===== config.mk =====
export PLATFORM = sky130hd
export DESIGN_NAME = mult_seq_flat
export DESIGN_NICKNAME = d
export VERILOG_FILES = /design/src/rtl/mult_pkg.sv /design/src/rtl/mult_seq_if.sv /design/src/rtl/mult_fsm.sv /design/src/rtl/mult_seq.sv /design/src/flat_wrapper.sv
export SDC_FILE = /design/constraint.sdc
export NUM_CORES = 1
export LEC_CHECK = 0
export ABC_AREA = 1
export BUFFER_PORTS_ARGS = -buffer_cell sky130_fd_sc_hd__buf_2
export CORE_MARGIN = 3
export CORE_UTILIZATION = 53
export DETAILED_ROUTE_END_ITERATION = 12
export GPL_TIMING_DRIVEN = 1
export PLACE_DENSITY_LB_ADDON = 0.12
export SYNTH_ARGS = -nofsm -noshare
export SYNTH_HDL_FRONTEND = slang
export SYNTH_HIERARCHICAL = 1
export SYNTH_SLANG_ARGS = --single-unit

===== constraint.sdc =====
create_clock -name clk -period 2.4 [get_ports clk]
set_clock_uncertainty 0.05 [all_clocks]
set_input_delay 0.48 -clock clk [delete_from_list [all_inputs] [get_ports clk]]
set_output_delay 0.48 -clock clk [all_outputs]
set_load 0.03 [all_outputs]

===== src/rtl/mult_pkg.sv =====
// Shared types and defaults for the sequential shift-and-add multiplier.
package mult_pkg;

    typedef enum logic [1:0] {
        IDLE = 2'd0,
        RUN  = 2'd1,
        DONE = 2'd2
    } mult_state_t;

    localparam int MULT_N_DEFAULT = 8;

endpackage


===== src/rtl/mult_seq_if.sv =====
// Request/result bundle between a multiplier client (master) and mult_seq (slave).
interface mult_seq_if
    import mult_pkg::*;
#(
    parameter int N = MULT_N_DEFAULT
);
    logic             start;
    logic [N-1:0]     a;
    logic [N-1:0]     b;
    logic             busy;
    logic             done;
    logic [2*N-1:0]   product;

    modport master (
        output start, a, b,
        input  busy, done, product
    );

    modport slave (
        input  start, a, b,
        output busy, done, product
    );
endinterface


===== src/rtl/mult_fsm.sv =====
// Sequencer for mult_seq: IDLE/RUN/DONE state and the iteration counter.
module mult_fsm
    import mult_pkg::*;
#(
    parameter int N = MULT_N_DEFAULT
) (
    input  logic clk,
    input  logic reset,
    input  logic start,
    output logic load,
    output logic step,
    output logic busy,
    output logic done
);
    localparam int CW = $clog2(N);
    localparam logic [CW-1:0] LAST = CW'(N - 1);

    mult_state_t   state_q, state_d;
    logic [CW-1:0] cnt_q, cnt_d;

    always_ff @(posedge clk) begin
        if (reset) begin
            state_q <= IDLE;
            cnt_q   <= '0;
        end else begin
            state_q <= state_d;
            cnt_q   <= cnt_d;
        end
    end

    always_comb begin
        state_d = state_q;
        cnt_d   = cnt_q;
        load    = 1'b0;
        step    = 1'b0;
        case (state_q)
            IDLE: begin
                if (start) begin
                    load    = 1'b1;
                    cnt_d   = '0;
                    state_d = RUN;
                end
            end
            RUN: begin
                step  = 1'b1;
                cnt_d = cnt_q + CW'(1);
                if (cnt_q == LAST) begin
                    state_d = DONE;
                end
            end
            DONE:    state_d = IDLE;
            default: state_d = IDLE;
        endcase
    end

    assign busy = (state_q == RUN);
    assign done = (state_q == DONE);

endmodule


===== src/rtl/mult_seq.sv =====
// N x N unsigned shift-and-add multiplier, one multiplier bit per RUN cycle.
module mult_seq
    import mult_pkg::*;
#(
    parameter int N = MULT_N_DEFAULT
) (
    input  logic         clk,
    input  logic         reset,
    mult_seq_if.slave    bus
);
    logic           load;
    logic           step;
    logic           busy;
    logic           done;

    logic [N-1:0]   mcand_q, mcand_d;
    logic [2*N-1:0] prod_q, prod_d;
    logic [N:0]     sum;

    mult_fsm #(.N(N)) u_fsm (
        .clk   (clk),
        .reset (reset),
        .start (bus.start),
        .load  (load),
        .step  (step),
        .busy  (busy),
        .done  (done)
    );

    always_ff @(posedge clk) begin
        if (reset) begin
            mcand_q <= '0;
            prod_q  <= '0;
        end else begin
            mcand_q <= mcand_d;
            prod_q  <= prod_d;
        end
    end

    // The adder carry is kept as sum[N] and lands in the top product bit after the shift.
    always_comb begin
        mcand_d = mcand_q;
        prod_d  = prod_q;
        sum     = {1'b0, prod_q[2*N-1:N]} + (prod_q[0] ? {1'b0, mcand_q} : '0);
        if (load) begin
            mcand_d = bus.a;
            prod_d  = {{N{1'b0}}, bus.b};
        end else if (step) begin
            prod_d  = {sum, prod_q[N-1:1]};
        end
    end

    assign bus.busy    = busy;
    assign bus.done    = done;
    assign bus.product = prod_q;

endmodule


===== src/flat_wrapper.sv =====
// flat-port wrapper written by rule: the top's interface ports become plain ports
module mult_seq_flat import mult_pkg::*;
#(
    parameter int N = MULT_N_DEFAULT
)
  (clk, reset, bus_start, bus_a, bus_b, bus_busy, bus_done, bus_product);
  mult_seq_if #(.N(N)) bus_i ();
  input  logic clk;
  input  logic reset;
  input wire logic [$bits(bus_i.start)-1:0] bus_start;
  input wire logic [$bits(bus_i.a)-1:0] bus_a;
  input wire logic [$bits(bus_i.b)-1:0] bus_b;
  output wire logic [$bits(bus_i.busy)-1:0] bus_busy;
  output wire logic [$bits(bus_i.done)-1:0] bus_done;
  output wire logic [$bits(bus_i.product)-1:0] bus_product;
  assign bus_i.start = bus_start;
  assign bus_i.a = bus_a;
  assign bus_i.b = bus_b;
  assign bus_busy = bus_i.busy;
  assign bus_done = bus_i.done;
  assign bus_product = bus_i.product;
  mult_seq #(.N(N)) u_core (.clk(clk), .reset(reset), .bus(bus_i));
endmodule

==> Yosys cells after proc, flatten, opt, wreduce, memory -nomap -nowiden <==
Cells that the tools add are included.
{ "word_totals": {"ff_bits": 29, "latch_bits": 0, "ramBits": 0, "romBits": 0, "in_bits": 19, "output_inout_bits": 18, "memories": 0} }
{ "op_classes": {"add_sub_neg": 2, "n_mul": 0, "div": 0, "magnitude_cmp": 0, "eq_ne": 5, "shifts": 0, "muxes": 11, "n_bitwise": 0, "n_reduce_logical": 6} }
{ "op_table": {"columns": ["op", "count"], "rows": [
  ["two-way mux 8 bit", 3],
  ["adder 8 x 8 -> 9 bit", 1],
  ["case mux 3 bit (2 select lines)", 1],
  ["two-way mux 2 bit", 2],
  ["case mux 2 bit (2 select lines)", 1],
  ["AND reduction 2 bit", 2],
  ["nonzero test 2 bit", 2],
  ["adder 3 x 1 -> 3 bit, second input constant", 1],
  ["equality test 3 bit, second input constant", 1],
  ["two-way mux 1 bit", 3],
  ["two-way mux 3 bit", 1],
  ["equality test 2 x 1 -> 1 bit, second input constant", 1],
  ["equality test 2 bit, second input constant", 1],
  ["logical NOT 2 bit", 1],
  ["!= test 2 x 1 -> 1 bit, second input constant", 1],
  ["!= test 2 bit, second input constant", 1],
  ["OR reduction 2 bit", 1]
]} }

==> Longest topological paths before layout <==
{ "logic_depth": {"depth_word": 4, "depth_mapped": 13, "mapped_depth_nobuf": 12} }

==> By module <==
The synthesis kept the hierarchy.
{ "modules_own_cells": {"columns": ["mod", "instances", "cells_per_inst", "area_per_inst_um2", "seq_area_each_um2"], "rows": [
  ["mult_seq", 1, 190, 1361.3, 480.5],
  ["mult_fsm", 1, 29, 232.7, 100.1]
]} }

==> Worst setup path before layout <==
No wires, ideal clock.
{ "synth_timing": {"kind": "register to register", "start": "reg u_core.prod_q[0], in the netlist u_core/bus.product[0]", "end": "reg u_core.prod_q[13], in the netlist u_core/bus.product[13]", "t_arrival_ns": 1.772, "setup_slack_ns": 0.469, "path_stages_with_launch": 14, "n_path_buf": 1, "synth_period_minus_slack_ns": 1.931, "path_cell_list": "dfxtp_1 > clkbuf_1 > nand2_1 > inv_1 > ha_1 > fa_1 > nand2_1 > nand2_2 > nand3b_4 > nand2_2 > nand2_1 > nand3_1 > nand2_1 > inv_1"} }
{ "synth_between": {"elab_chain_cells": 2} }
{ "synth_rtl": {"columns": ["element", "line_no", "source"], "rows": [
  ["start: declaration", "mult_seq.sv:17", "logic [2*N-1:0] prod_q, prod_d;"],
  ["start signal: assignment", "mult_seq.sv:36", "prod_q <= prod_d;"],
  ["two-way mux 8 bit", "mult_seq.sv:44", "sum = {1'b0, prod_q[2*N-1:N]} + (prod_q[0] ? {1'b0, mcand_q} : '0);"],
  ["adder 8 x 8 -> 9 bit", "mult_seq.sv:44", null]
]} }
No other way between the ends.
A chain may end at the register's enable or synchronous reset.

==> Worst setup path after layout <==
Ends and elaborated chain as after synthesis.

==> run_results.csv <==
group,metric,value,unit
route,antenna_left,0,
synthesis,asyncSetResetFlopFracSynth,0,%
sta,setup_tns,0,ns
route,drt_drc_violations_left,0,
worst_hold_path,min-delay-path-class,"input port to flip-flop",
place,gp_routability_congestion,0.840,
layout,area.sequential,581,µm²
layout,layout-area-overhead-vs-synth,14.6,%
synthesis,ys.flop_type,"dfxtp_1",
cts,postCtsSetupRepairBufs,0,
worst_hold_path,min_delay_path_depth,3,
setup_path,cp_data_arrival_time,1.97,ns
place,placed_area,1780,µm²
route,vias_per_cell,5.06,
route,vias,1458,
synthesis,synth.most_common_cell,"nand2_1",
synthesis,synth-edff-count,0,
cts,cts_tree,"yes",
synthesis,synthTopCellsByCount,"nand2_1, nor2_1, dfxtp_1",
floorplan,height_of_the_die,60.8,µm
layout,finish.utilization,65.1,%
floorplan,core_region_area,2810,µm²
setup_path,critical_path.max_fanout,10,
setup_path,critical_path.startpoint_type,"flip-flop",
run_status,status,"finished, final reports clean",
cts,cts.reportedPaths.clkPinSlew,0.09,ns
global_route,initial_antenna_violation_count,0,
setup_path,critical_path.reg2reg.startpoint,"u_core/bus.product[0]$_SDFFE_PP0P_",
synthesis,yosys_warnings,6,
sta,hold_viol,0,
synthesis,synth_cell_types,30,
layout,layout.cells.non_filler,288,
cts,worst_skew_pair.late_latency,0.32,ns
layout,share_of_final_layout_standard_cells_stronger_than_drive_strength_1,24.1,%
sta,worst_slew_margin_rel,82.1,%
place,io_buffers,36,
setup_path,critical_path_buf_inv_count,2,
power,static-leakage-power,1.03,nW
cts,cts.htree.levels,2,
layout,final_nets,286,
layout,multi_input_comb_area,838,µm²
global_route,global_route.usage.total,19.8,%
sta,rsz_0062_raised_after_global_routing,"no",
setup_path,endpoint_kind,"flip-flop",
sta,worst-slew-pin-transition,0.268,ns
global_route,grt_first_pass_wirelength,5470,µm
setup_path,path_delay_family,"simple AND/OR/NAND/NOR gates",
global_route,globalRoute.totalOverflow,0,
layout,final_cell_area,1830,µm²
sta,finalCritPeriodShare,74.7,%
cts,post_cts_hold_buffer_count,0,
setup_path,worst_r2r_path_depth,12,
synthesis,synth_area_leaders,"dfxtp_1, nand2_1, nor2_1",
sta,fmax,0.557,GHz
synthesis,synth_seq_area_share,36.4,%
global_route,grt_pass1_vias,1263,
worst_hold_path,worstHoldStart,"bus_a[5]",
worst_hold_path,worst_hold_path.endpoint,"u_core/mcand_q[5]$_SDFFE_PP0P_",
setup_path,cp_data_required_time,2.58,ns
floorplan,overall_die_area,3700,µm²
synthesis,synth_fp_nets,249,
synthesis,post_synth.cell_area_avg,7.28,µm²
cts,clkSinkCount,29,
setup_path,critical_path_class,"flip-flop to flip-flop",
cts,clk_root_buffer_cell,"clkbuf_4",
cts,numCtsBuffers,5,
route,detail_route.wirelength,3170,µm
setup_path,cp_cell_sequence,"nand2_1, inv_1, ha_1, fa_1, nand2_1, nand2_2, nand3b_4, nand2_2, nand2_1, nand3_1, nand2_1, inv_1",
route,detail_route.wl_per_cell,11.0,µm
place,place.detailed.instances,280,
route,detailedRoute.firstPassIterationCount,4,
setup_path,critPathSlowestCell,"fa_1",
setup_path,critical_path.reg2reg.endpoint,"u_core/bus.product[13]$_SDFFE_PP0P_",
floorplan,number_of_i_o_pins,37,
setup_path,cp_peak_stage_delay,0.40,ns
sta,final_count_of_negative_setup_slack_endpoints,0,
sta,timing.final.max_slew_violations,0,
layout,antenna_cells,0,
synthesis,mappedNetlistArea,1590,µm²
floorplan,floorplan.initialDensity,56.8,%
floorplan,placement_rows,19,
job,max_cap_violations,0,
power,power-per-cell-area,581,nW/µm²
global_route,grt_start_max_net_pins,18,
synthesis,post-synth-top-area-fraction,36.4,%
synthesis,yosys_register_bits,29,
synthesis,synth_cells,219,
layout,final.fill_count,286,
synthesis,largest_area_contributor_in_the_netlist,"dfxtp_1",
power,vdd_ir_drop_max,378,µV
sta,period_minus_slack,1.79,ns
setup_path,reg2reg_setup_slack,0.61,ns
setup_path,worst_path_most_repeated_cell,"nand2_1",
place,dp.final_hpwl,2440,µm
power,totalPowerFinal,0.00106,W
cts,ctsResizeCount,0,
route,drt-initial-drc-count,46,
floorplan,dieWidth,60.8,µm
cts,ctsLongestPathBuffers,2,
-- logic make-up (layout without fill, tap and decap cells) --
kind of cell               Yosys count  in the layout  share of synthesized area, %
AOI/OAI and AO/OA                   28             28                          11.6
xor gates and xnor gates             1              1                         0.550
adders and majority gates           11             11                          9.11
buffers and inverters               40             78                          11.0
DFF                                 29             29                          36.4
and+or+nand+nor                    110            110                          31.3
-- routing by layer --
| metal | routed length [µm] | share of wire (%) | vias to the layer above | global-route usage, % |
|---|---|---|---|---|
| met1 | 1580 | 50 | 642 | 26.9 |
| met2 | 1400 | 44 | 32 | 30.2 |
| met3 | 158 | 5.0 | 4 | 5.74 |
| met4 | 31 | 0.98 | 0 | 6.50 |
| li1 | - | - | 780 | - |
| met5 | 0 | 0 | - | 0 |
-- through the flow --
step | hold slack (ns) | setup WS, ns
2_1_floorplan | 0.387 | 0.469
6_report | 0.332 | 0.606
5_1_grt | 0.317 | 0.465
4_1_cts | 0.317 | 0.613
3_5_place_dp | 0.409 | 0.615
3_3_place_gp | 0.405 | 0.656
-- state kept, by name (all words and copies together) (netlist names) --
register and cells:
u_core/u_fsm/cnt_q 3, u_core/bus.product 16, u_core/u_fsm/state_q 2, u_core/mcand_q 8
-- power breakdown --
part           internal (W)  switching, W
Combinational     0.0000834      0.000155
Clock              0.000111      0.000166
Sequential         0.000518     0.0000283
Total              0.000712      0.000349
-- layout by cell type (no fill, tap or decap), types with 8 or more instances in the layout --
cell	instances
nor2_1	38
nand3_1	12
inv_1	26
nand2_1	40
buf_2	36
o221ai_1	8
dfxtp_1	29
ha_1	10
o21ai_1	9
nor3_1	8
-- final cells by class --
cell class	instances	area share (%)
well taps	31	2.12
clock buffers	6	2.26
inverters	32	6.71
repair buffers	38	10.7
multi-input cells	150	45.9
flip-flops and latches	29	31.8
clock inverters	2	0.548
-- worst min-delay path: cells and delay by family --
| kind | cells | cell delay, ns |
|---|---|---|
| and+or+nand+nor | 2 | 0.11 |
| buffers and inverters | 1 | 0.07 |
-- worst max path at each step --
stage / to / start / slack [ns] / cells after the start
3_5_place_dp: u_core/bus.product[15]$_SDFFE_PP0P_ / u_core/bus.product[0]$_SDFFE_PP0P_ / 0.61 / 12
2_1_floorplan: u_core/bus.product[13]$_SDFFE_PP0P_ / u_core/bus.product[0]$_SDFFE_PP0P_ / 0.47 / 13
5_1_grt: u_core/bus.product[13]$_SDFFE_PP0P_ / u_core/bus.product[0]$_SDFFE_PP0P_ / 0.46 / 12
6_report: u_core/bus.product[13]$_SDFFE_PP0P_ / u_core/bus.product[0]$_SDFFE_PP0P_ / 0.61 / 12
3_3_place_gp: u_core/bus.product[13]$_SDFFE_PP0P_ / u_core/bus.product[0]$_SDFFE_PP0P_ / 0.66 / 12
4_1_cts: u_core/bus.product[15]$_SDFFE_PP0P_ / u_core/bus.product[0]$_SDFFE_PP0P_ / 0.61 / 12
No activity file was read; power rests on OpenSTA's default activity.
